<file path="config.mk">
export PLATFORM = sky130hd
export DESIGN_NAME = obi_copy_engine
export DESIGN_NICKNAME = d
export VERILOG_FILES = /design/src/rtl/obi_copy_engine.sv
export SDC_FILE = /design/constraint.sdc
export NUM_CORES = 1
export LEC_CHECK = 0
export BUFFER_PORTS_ARGS = -buffer_cell sky130_fd_sc_hd__clkbuf_2
export CORE_MARGIN = 1
export CORE_UTILIZATION = 40
export DETAILED_ROUTE_END_ITERATION = 12
export GPL_TIMING_DRIVEN = 0
export MAX_ROUTING_LAYER = met4
export PLACE_DENSITY_LB_ADDON = 0.05
export SETUP_SLACK_MARGIN = 0.4
export SYNTH_ARGS = -nofsm -noshare
export SYNTH_HDL_FRONTEND = slang
export SYNTH_SLANG_ARGS = --single-unit
</file>
<file path="constraint.sdc">
create_clock -name clk_i -period 5.5 [get_ports clk_i]
set_input_delay 1.1 -clock clk_i [delete_from_list [all_inputs] [get_ports clk_i]]
set_output_delay 1.1 -clock clk_i [all_outputs]
set_load 0.01 [all_outputs]
</file>
<file path="src/rtl/obi_copy_engine.sv">
`default_nettype none
// ============================================================================
// Module   : obi_copy_engine
// Purpose  : OBI initiator that copies a block of 32-bit words from a source
//            address to a destination address. Each word is one read followed
//            by one write, with at most one transaction outstanding.
// Ports    : clk_i, rst_i (async, active-high)
//            start_i, src_addr_i, dst_addr_i, len_words_i, abort_i  - control
//            busy_o, done_o, error_o, words_done_o                  - status
//            obi_req_o/gnt_i/addr_o/we_o/be_o/wdata_o/rvalid_i/rdata_i - bus
//            illegal_i - responder error flag, one cycle after a handshake
// Revision : 1.0 - initial release
// ============================================================================
module obi_copy_engine #(
    parameter int LEN_WIDTH = 16,
    parameter bit ERR_ABORT = 1'b1
) (
    input  logic                 clk_i,
    input  logic                 rst_i,
    input  logic                 start_i,
    input  logic [31:0]          src_addr_i,
    input  logic [31:0]          dst_addr_i,
    input  logic [LEN_WIDTH-1:0] len_words_i,
    input  logic                 abort_i,
    output logic                 busy_o,
    output logic                 done_o,
    output logic                 error_o,
    output logic [LEN_WIDTH-1:0] words_done_o,
    output logic                 obi_req_o,
    input  logic                 obi_gnt_i,
    output logic [31:0]          obi_addr_o,
    output logic                 obi_we_o,
    output logic [3:0]           obi_be_o,
    output logic [31:0]          obi_wdata_o,
    input  logic                 obi_rvalid_i,
    input  logic [31:0]          obi_rdata_i,
    input  logic                 illegal_i
);

    typedef enum logic [2:0] {
        ST_IDLE    = 3'd0,
        ST_RD_REQ  = 3'd1,
        ST_RD_WAIT = 3'd2,
        ST_WR_REQ  = 3'd3,
        ST_DONE    = 3'd4
    } state_t;

    state_t                 r_state;
    state_t                 w_state_next;
    logic [29:0]            r_src_word;
    logic [29:0]            r_dst_word;
    logic [LEN_WIDTH-1:0]   r_len;
    logic [LEN_WIDTH-1:0]   r_idx;
    logic [LEN_WIDTH-1:0]   r_words_done;
    logic [31:0]            r_data;
    logic                   r_err;
    logic                   r_abort;
    logic                   r_done;

    logic                   w_req;
    logic [29:0]            w_idx_ext;
    logic [LEN_WIDTH-1:0]   w_idx_inc;
    logic                   w_unused;

    // Byte-offset bits of the configured addresses are deliberately dropped.
    assign w_unused  = ^{src_addr_i[1:0], dst_addr_i[1:0]};
    assign w_idx_ext = 30'(r_idx);
    assign w_idx_inc = r_idx + LEN_WIDTH'(1);

    // ------------------------------------------------------------------------
    // Next-state logic and request generation
    // ------------------------------------------------------------------------
    always_comb begin
        w_state_next = r_state;
        w_req        = 1'b0;
        case (r_state)
            ST_IDLE: begin
                if (start_i) begin
                    w_state_next = (len_words_i == '0) ? ST_DONE : ST_RD_REQ;
                end
            end
            ST_RD_REQ: begin
                // An illegal flag seen here belongs to the write just granted.
                // It can only arrive in the first RD_REQ cycle, so stopping
                // here never withdraws a request that was already visible.
                if (ERR_ABORT && illegal_i) begin
                    w_state_next = ST_DONE;
                end else begin
                    w_req = 1'b1;
                    if (obi_gnt_i) begin
                        w_state_next = ST_RD_WAIT;
                    end
                end
            end
            ST_RD_WAIT: begin
                if (obi_rvalid_i) begin
                    w_state_next = ST_WR_REQ;
                end
            end
            ST_WR_REQ: begin
                w_req = 1'b1;
                if (obi_gnt_i) begin
                    if ((w_idx_inc == r_len) || r_abort || abort_i ||
                        (ERR_ABORT && r_err)) begin
                        w_state_next = ST_DONE;
                    end else begin
                        w_state_next = ST_RD_REQ;
                    end
                end
            end
            ST_DONE: begin
                w_state_next = ST_IDLE;
            end
            default: begin
                w_state_next = ST_IDLE;
            end
        endcase
    end

    // ------------------------------------------------------------------------
    // State and datapath registers
    // ------------------------------------------------------------------------
    always_ff @(posedge clk_i or posedge rst_i) begin
        if (rst_i) begin
            r_state      <= ST_IDLE;
            r_src_word   <= '0;
            r_dst_word   <= '0;
            r_len        <= '0;
            r_idx        <= '0;
            r_words_done <= '0;
            r_data       <= '0;
            r_err        <= 1'b0;
            r_abort      <= 1'b0;
            r_done       <= 1'b0;
        end else begin
            r_state <= w_state_next;
            r_done  <= (r_state == ST_DONE);
            if (r_state == ST_IDLE) begin
                if (start_i) begin
                    r_src_word   <= src_addr_i[31:2];
                    r_dst_word   <= dst_addr_i[31:2];
                    r_len        <= len_words_i;
                    r_idx        <= '0;
                    r_words_done <= '0;
                    r_err        <= 1'b0;
                    r_abort      <= 1'b0;
                end
            end else begin
                if (illegal_i) begin
                    r_err <= 1'b1;
                end
                if (abort_i) begin
                    r_abort <= 1'b1;
                end
                if ((r_state == ST_RD_WAIT) && obi_rvalid_i) begin
                    r_data <= obi_rdata_i;
                end
                if ((r_state == ST_WR_REQ) && obi_gnt_i) begin
                    r_idx        <= w_idx_inc;
                    r_words_done <= r_words_done + LEN_WIDTH'(1);
                end
            end
        end
    end

    // ------------------------------------------------------------------------
    // Outputs; address/data are forced to zero outside request states
    // ------------------------------------------------------------------------
    assign busy_o       = (r_state != ST_IDLE);
    assign done_o       = r_done;
    assign error_o      = r_err;
    assign words_done_o = r_words_done;
    assign obi_req_o    = w_req;
    assign obi_we_o     = (r_state == ST_WR_REQ);
    assign obi_be_o     = (r_state == ST_WR_REQ) ? 4'hF : 4'h0;
    assign obi_wdata_o  = (r_state == ST_WR_REQ) ? r_data : 32'h0;

    always_comb begin
        obi_addr_o = 32'h0;
        case (r_state)
            ST_RD_REQ: obi_addr_o = {r_src_word + w_idx_ext, 2'b00};
            ST_WR_REQ: obi_addr_o = {r_dst_word + w_idx_ext, 2'b00};
            default:   obi_addr_o = 32'h0;
        endcase
    end

endmodule
`default_nettype wire

</file>
Yosys cells after proc, flatten, opt, wreduce, memory -nomap -nowiden
Cells that the tools add are included.
Cells by class
  mux-type cells: 23
  equality and inequality tests: 9
  bitwise gates (word level): 1
  add/sub/neg operators: 4
  reductions and logical operators: 17
Operators by type and width (number)
  16-bit two-way mux: 5
  32-bit case mux with 2 select lines: 1
  30-bit by 16-bit adder with 30-bit output: 2
  16-bit by 1-bit adder with 16-bit output, second input constant: 2
  32-bit two-way mux: 1
  3-bit two-way mux: 7
  16-bit == test: 1
  16-bit zero test: 1
  3-bit case mux with 4 select lines: 1
  2-bit AND reduction: 5
  3-bit by 2-bit == test with 1-bit output, second input constant: 2
  1-bit two-way mux: 6
  2-bit inequality test, second input constant: 3
  2-bit nonzero test: 3
  4-bit two-way mux: 1
  4-bit AND reduction: 1
  3-bit by 1-bit == test with 1-bit output, second input constant: 1
  3-bit == test, second input constant: 1
  3-bit zero test: 1
  1-bit logical OR: 3
  3-bit inequality test, second input constant: 1
  3-bit nonzero test: 1
  1-bit logical AND: 2
  1-bit case mux with 2 select lines: 1
  1-bit inverter: 1
Storage, ports and cells
  logic and storage cells: 64
  bits of input ports: 119
  output and inout bits: 89
  flip-flop bits (word level): 146

Depth between registers and ports, before layout
  depth in word-level cells: 8
  mapped depth: 16
  depth with buffers taken out: 12

Worst setup path after synthesis
Ideal clock, no wire load.
  path kind: register to output
  start: register r_state[2]
  end: output obi_addr_o[24]
  buffers on the path: 4
  cell stages (with the launch flop): 17
  arrival: 3510 ps
  path slack: 890 ps
  cell sequence: dfrtp_1 buf_6 nand3b_4 clkinv_2 buf_2 clkbuf_1 clkbuf_1 nand2_1 nand2_1 ha_1 fa_1 a211oi_1 o21ai_1 o2111ai_1 a21o_1 o31a_1 nor3_1
On the way
  cells in the longest elaborated chain, start to end: 2
  elaborated cells on any way between the ends: 3
  those cells by class: 2 x eq/ne; 1 x mux
Ends and longest elaborated chain
  start: declaration: line 48  | state_t r_state;
  start signal: assignment: line 136  | r_state <= w_state_next;
  3-bit by 2-bit == test with 1-bit output
  named net obi_we_o: line 32  | output logic obi_we_o,
  32-bit case mux with 2 select lines: line 180  | case (r_state)
  end: declaration: line 31  | output logic [31:0] obi_addr_o,
The timed path passes the listed nets, and every way through them passes these cells.

Final worst setup path
  start: register r_state[2]
  end: output obi_addr_o[25]
On the way
  cells in the longest elaborated chain, start to end: 2
  elaborated cells on any way between the ends: 3
  those cells by class: 2 x eq/ne; 1 x mux
Ends and longest elaborated chain (line)
  3-bit by 2-bit == test with 1-bit output / 3-bit by 1-bit == test with 1-bit output (equally long branches): 180
  32-bit case mux with 2 select lines *: 180
Every way passes the cells marked *; elsewhere a longest branch is shown, timed or not.

==> out/results.ini <==
[status]
status=complete, no violations

[worst_setup_path]
crit_end=obi_addr_o[25]
worstSetupStartpoint=r_state[2]
crit_required_ns=4.40
critPathCaptureType=output pin
r2r-start=r_state[0]
crit_arrival_ns=3.84
crit_type=flip-flop to output pin
worstPathMaxFanout=14
r2r_setup_slack_ns=2.76
worstRegToRegCells=6
cp-start-kind=flip-flop
timing.rr.end=words_done_o[12]

[yosys]
synth.largest_area_cell=dfrtp_1
ys_types=66
ys_seq_area_share_pct=44.1
synth_ff_type=dfrtp_1
syn_area_um2=8290
syn_inst=807
synth_edf_count=0
synth-async-reset-ratio_pct=100
ys_top_cells_by_area=dfrtp_1 (44%), mux2_2 (15%), nand2_1 (4.2%)
synthTopCellsByCount=dfrtp_1 (146), mux2_2 (113), nand2_1 (93)
ys_ff_latch=146
yosysMostFrequentCell=dfrtp_1
avgSynthCellArea_um2=10.3
ys_warn_count=0
synth_top_cell_area_share_pct=44.1

[clocking]
cts_num_sinks=146
cts_tree=done
root_buffer=clkbuf_16
htreeDepth=4
cts_made_buffers=17
clockBufferDepth=2
clk_pin_slew_worst_paths_ns=0.07
clk_latency_ns=0.45

[grt]
grtUsageTotal_pct=22.9
grt_overflow_total=0
antenna_found_initial=0
grt_pass1_wl_mm=36.5
grt_max_degree=86
grt_pass1_vias=6785

[sta]
post-route-period-util_pct=89.8
fin_setup_tns_ns=0
layout_setup_ws_ns=0.563
max_freq_mhz=203
min_period_ns=4.94
hold_viol_final=0
tightest_slew_ns=0.722
finalSetupViolCount=0
rsz0062_at_grt=yes
max-slew-margin-rel_pct=51.2
slew_viol_final=0
fin_skew_ns=0.0145

[layout]
nets=1172
antenna_cells=0
n_fill_cell=1993
drive_gt1_share_pct=39.9
syn2layout_area_growth_pct=27.1

[pwr]
peakVddDrop_mv=0.248
power.density_nw_per_um2=502
static-leakage-power_nw=4.92

[drt]
dr.first_iter.drc_count=318
via_count=6945
viasPerCell=5.27
routedWlPerCell_um=17.3
firstDrtPassIters=4
drtAntennaViolNets=0
totalWireLength_mm=22.8
drc=0

[die]
placement_rows=52
chipWidth_um=146
die_area_um2=21300
dieHeight_um=146
start_util_pct=40.8
core_area_um2=20300
io_pins=208

[placed_design]
port_buffers=201
hpwl_mm=17.0
gp_congestion=0.874
place_ws_ns=-0.232

[run]
cap_violations=0

[hold_path]
hp-class=flip-flop to flip-flop

## cell type report
class	count	area (um^2)	area share, %
plain buffers	47	285	2.71
clock inverters	14	160	1.52
multi-input cells	608	4550	43.2
clock buffers	18	439	4.17
repair buffers	206	1060	10.1
well taps	270	338	3.21
flip-flops and latches	146	3650	34.7
inverters	8	42.5	0.404
## sequential cells by signal, summed over array words and instances, names as in the netlist, 3 cells and up
| signal | count |
|---|---|
| r_data | 32 |
| r_dst_word | 30 |
| r_idx | 16 |
| r_len | 16 |
| r_src_word | 30 |
| r_state | 3 |
| words_done_o | 16 |
## power breakdown
part           switching [mW]  internal, mW
combinational            1.21          1.09
sequential              0.273          1.51
clock                   0.541         0.660
total                    2.03          3.27
## worst max-delay path, stage by stage (launching register included)
cell	delay, ns
dfrtp_1	0.37
buf_6	0.14
nand3b_4	0.20
inv_8	0.12
buf_12	0.15
buf_4	0.17
buf_8	0.16
nand2_1	0.06
nand2_1	0.13
ha_2	0.22
a21o_1	0.11
a21oi_1	0.13
o21ai_4	0.31
a21boi_2	0.13
or4_1	0.55
a221oi_2	0.26
buf_2	0.17
## repair_timing
item	4_1_cts	5_1_grt
gates resized for setup	33	21
buffers inserted	4	0
pin swaps	6	5
hold endpoints to repair	0	0
hold buffers	0	0
setup endpoints to repair	26	21
gates cloned	1	0
## layer usage
| metal | vias to the layer above | global-route usage [%] | share of wire, % |
|---|---|---|---|
| met5 | - | - | 0 |
| met2 | 210 | 33.9 | 45 |
| met4 | 0 | 6.84 | 1.5 |
| met3 | 27 | 6.24 | 6.7 |
| li1 | 3346 | - | - |
| met1 | 3362 | 30.6 | 47 |
## metrics by stage
| step | instances | cell area, um^2 | util, % | power, mW | hold slack [ns] |
|---|---|---|---|---|---|
| finish | 1317 | 10500 | 51.9 | 5.29 | 0.497 |
| global route | 1317 | 10500 | 51.9 | 5.66 | 0.513 |
| CTS | 1317 | 10500 | 51.6 | 5.31 | 0.503 |
| detailed placement | 1280 | 9670 | 47.6 | 4.02 | 0.487 |
| global placement | 1279 | 9640 | 47.5 | 3.99 | 0.481 |
| floorplan | 808 | 8290 | - | 3.31 | 0.463 |
## cells in the final DEF, fill, tap and decap left out, types with 6 or more instances in the layout
cell	count
a21oi_1	24
a31oi_1	7
and2_1	37
and3_1	11
buf_1	7
buf_2	15
buf_4	14
clkbuf_1	10
clkbuf_16	17
clkbuf_2	200
dfrtp_1	146
ha_1	14
inv_1	6
inv_6	7
mux2_2	113
mux2i_1	16
nand2_1	91
nand2b_1	6
nand3_1	13
nand4_1	17
nor2_1	53
nor3_1	14
nor4_1	11
o21ai_0	34
o31a_1	6
o31ai_1	7
xnor2_1	19
xor2_1	26
## worst min-delay path by stage
stage | start | endpoint | slack [ns] | cells past startpoint
2_1_floorplan | r_abort | r_abort | 0.46 | 2
3_3_place_gp | r_data[30] | r_data[30] | 0.48 | 1
3_5_place_dp | r_data[6] | r_data[6] | 0.49 | 1
4_1_cts | r_data[6] | r_data[6] | 0.50 | 1
5_1_grt | r_data[8] | r_data[8] | 0.51 | 1
6_report | r_data[30] | r_data[30] | 0.50 | 1
## cells by family (layout without fill, tap and decap cells)
logic type,Yosys count,count (layout),synth area share [%]
multiplexers,129,129,17.3
other,1,2,0.0452
AND/OR/NAND/NOR,288,288,17.8
adder cells (fa/ha/maj),19,19,2.96
buffers and inverters,55,293,3.35
AO/OA/AOI/OAI,123,124,9.51
flip-flops,146,146,44.1
XOR/XNOR,46,46,5.03
No activity file was read; power rests on OpenSTA's default activity.
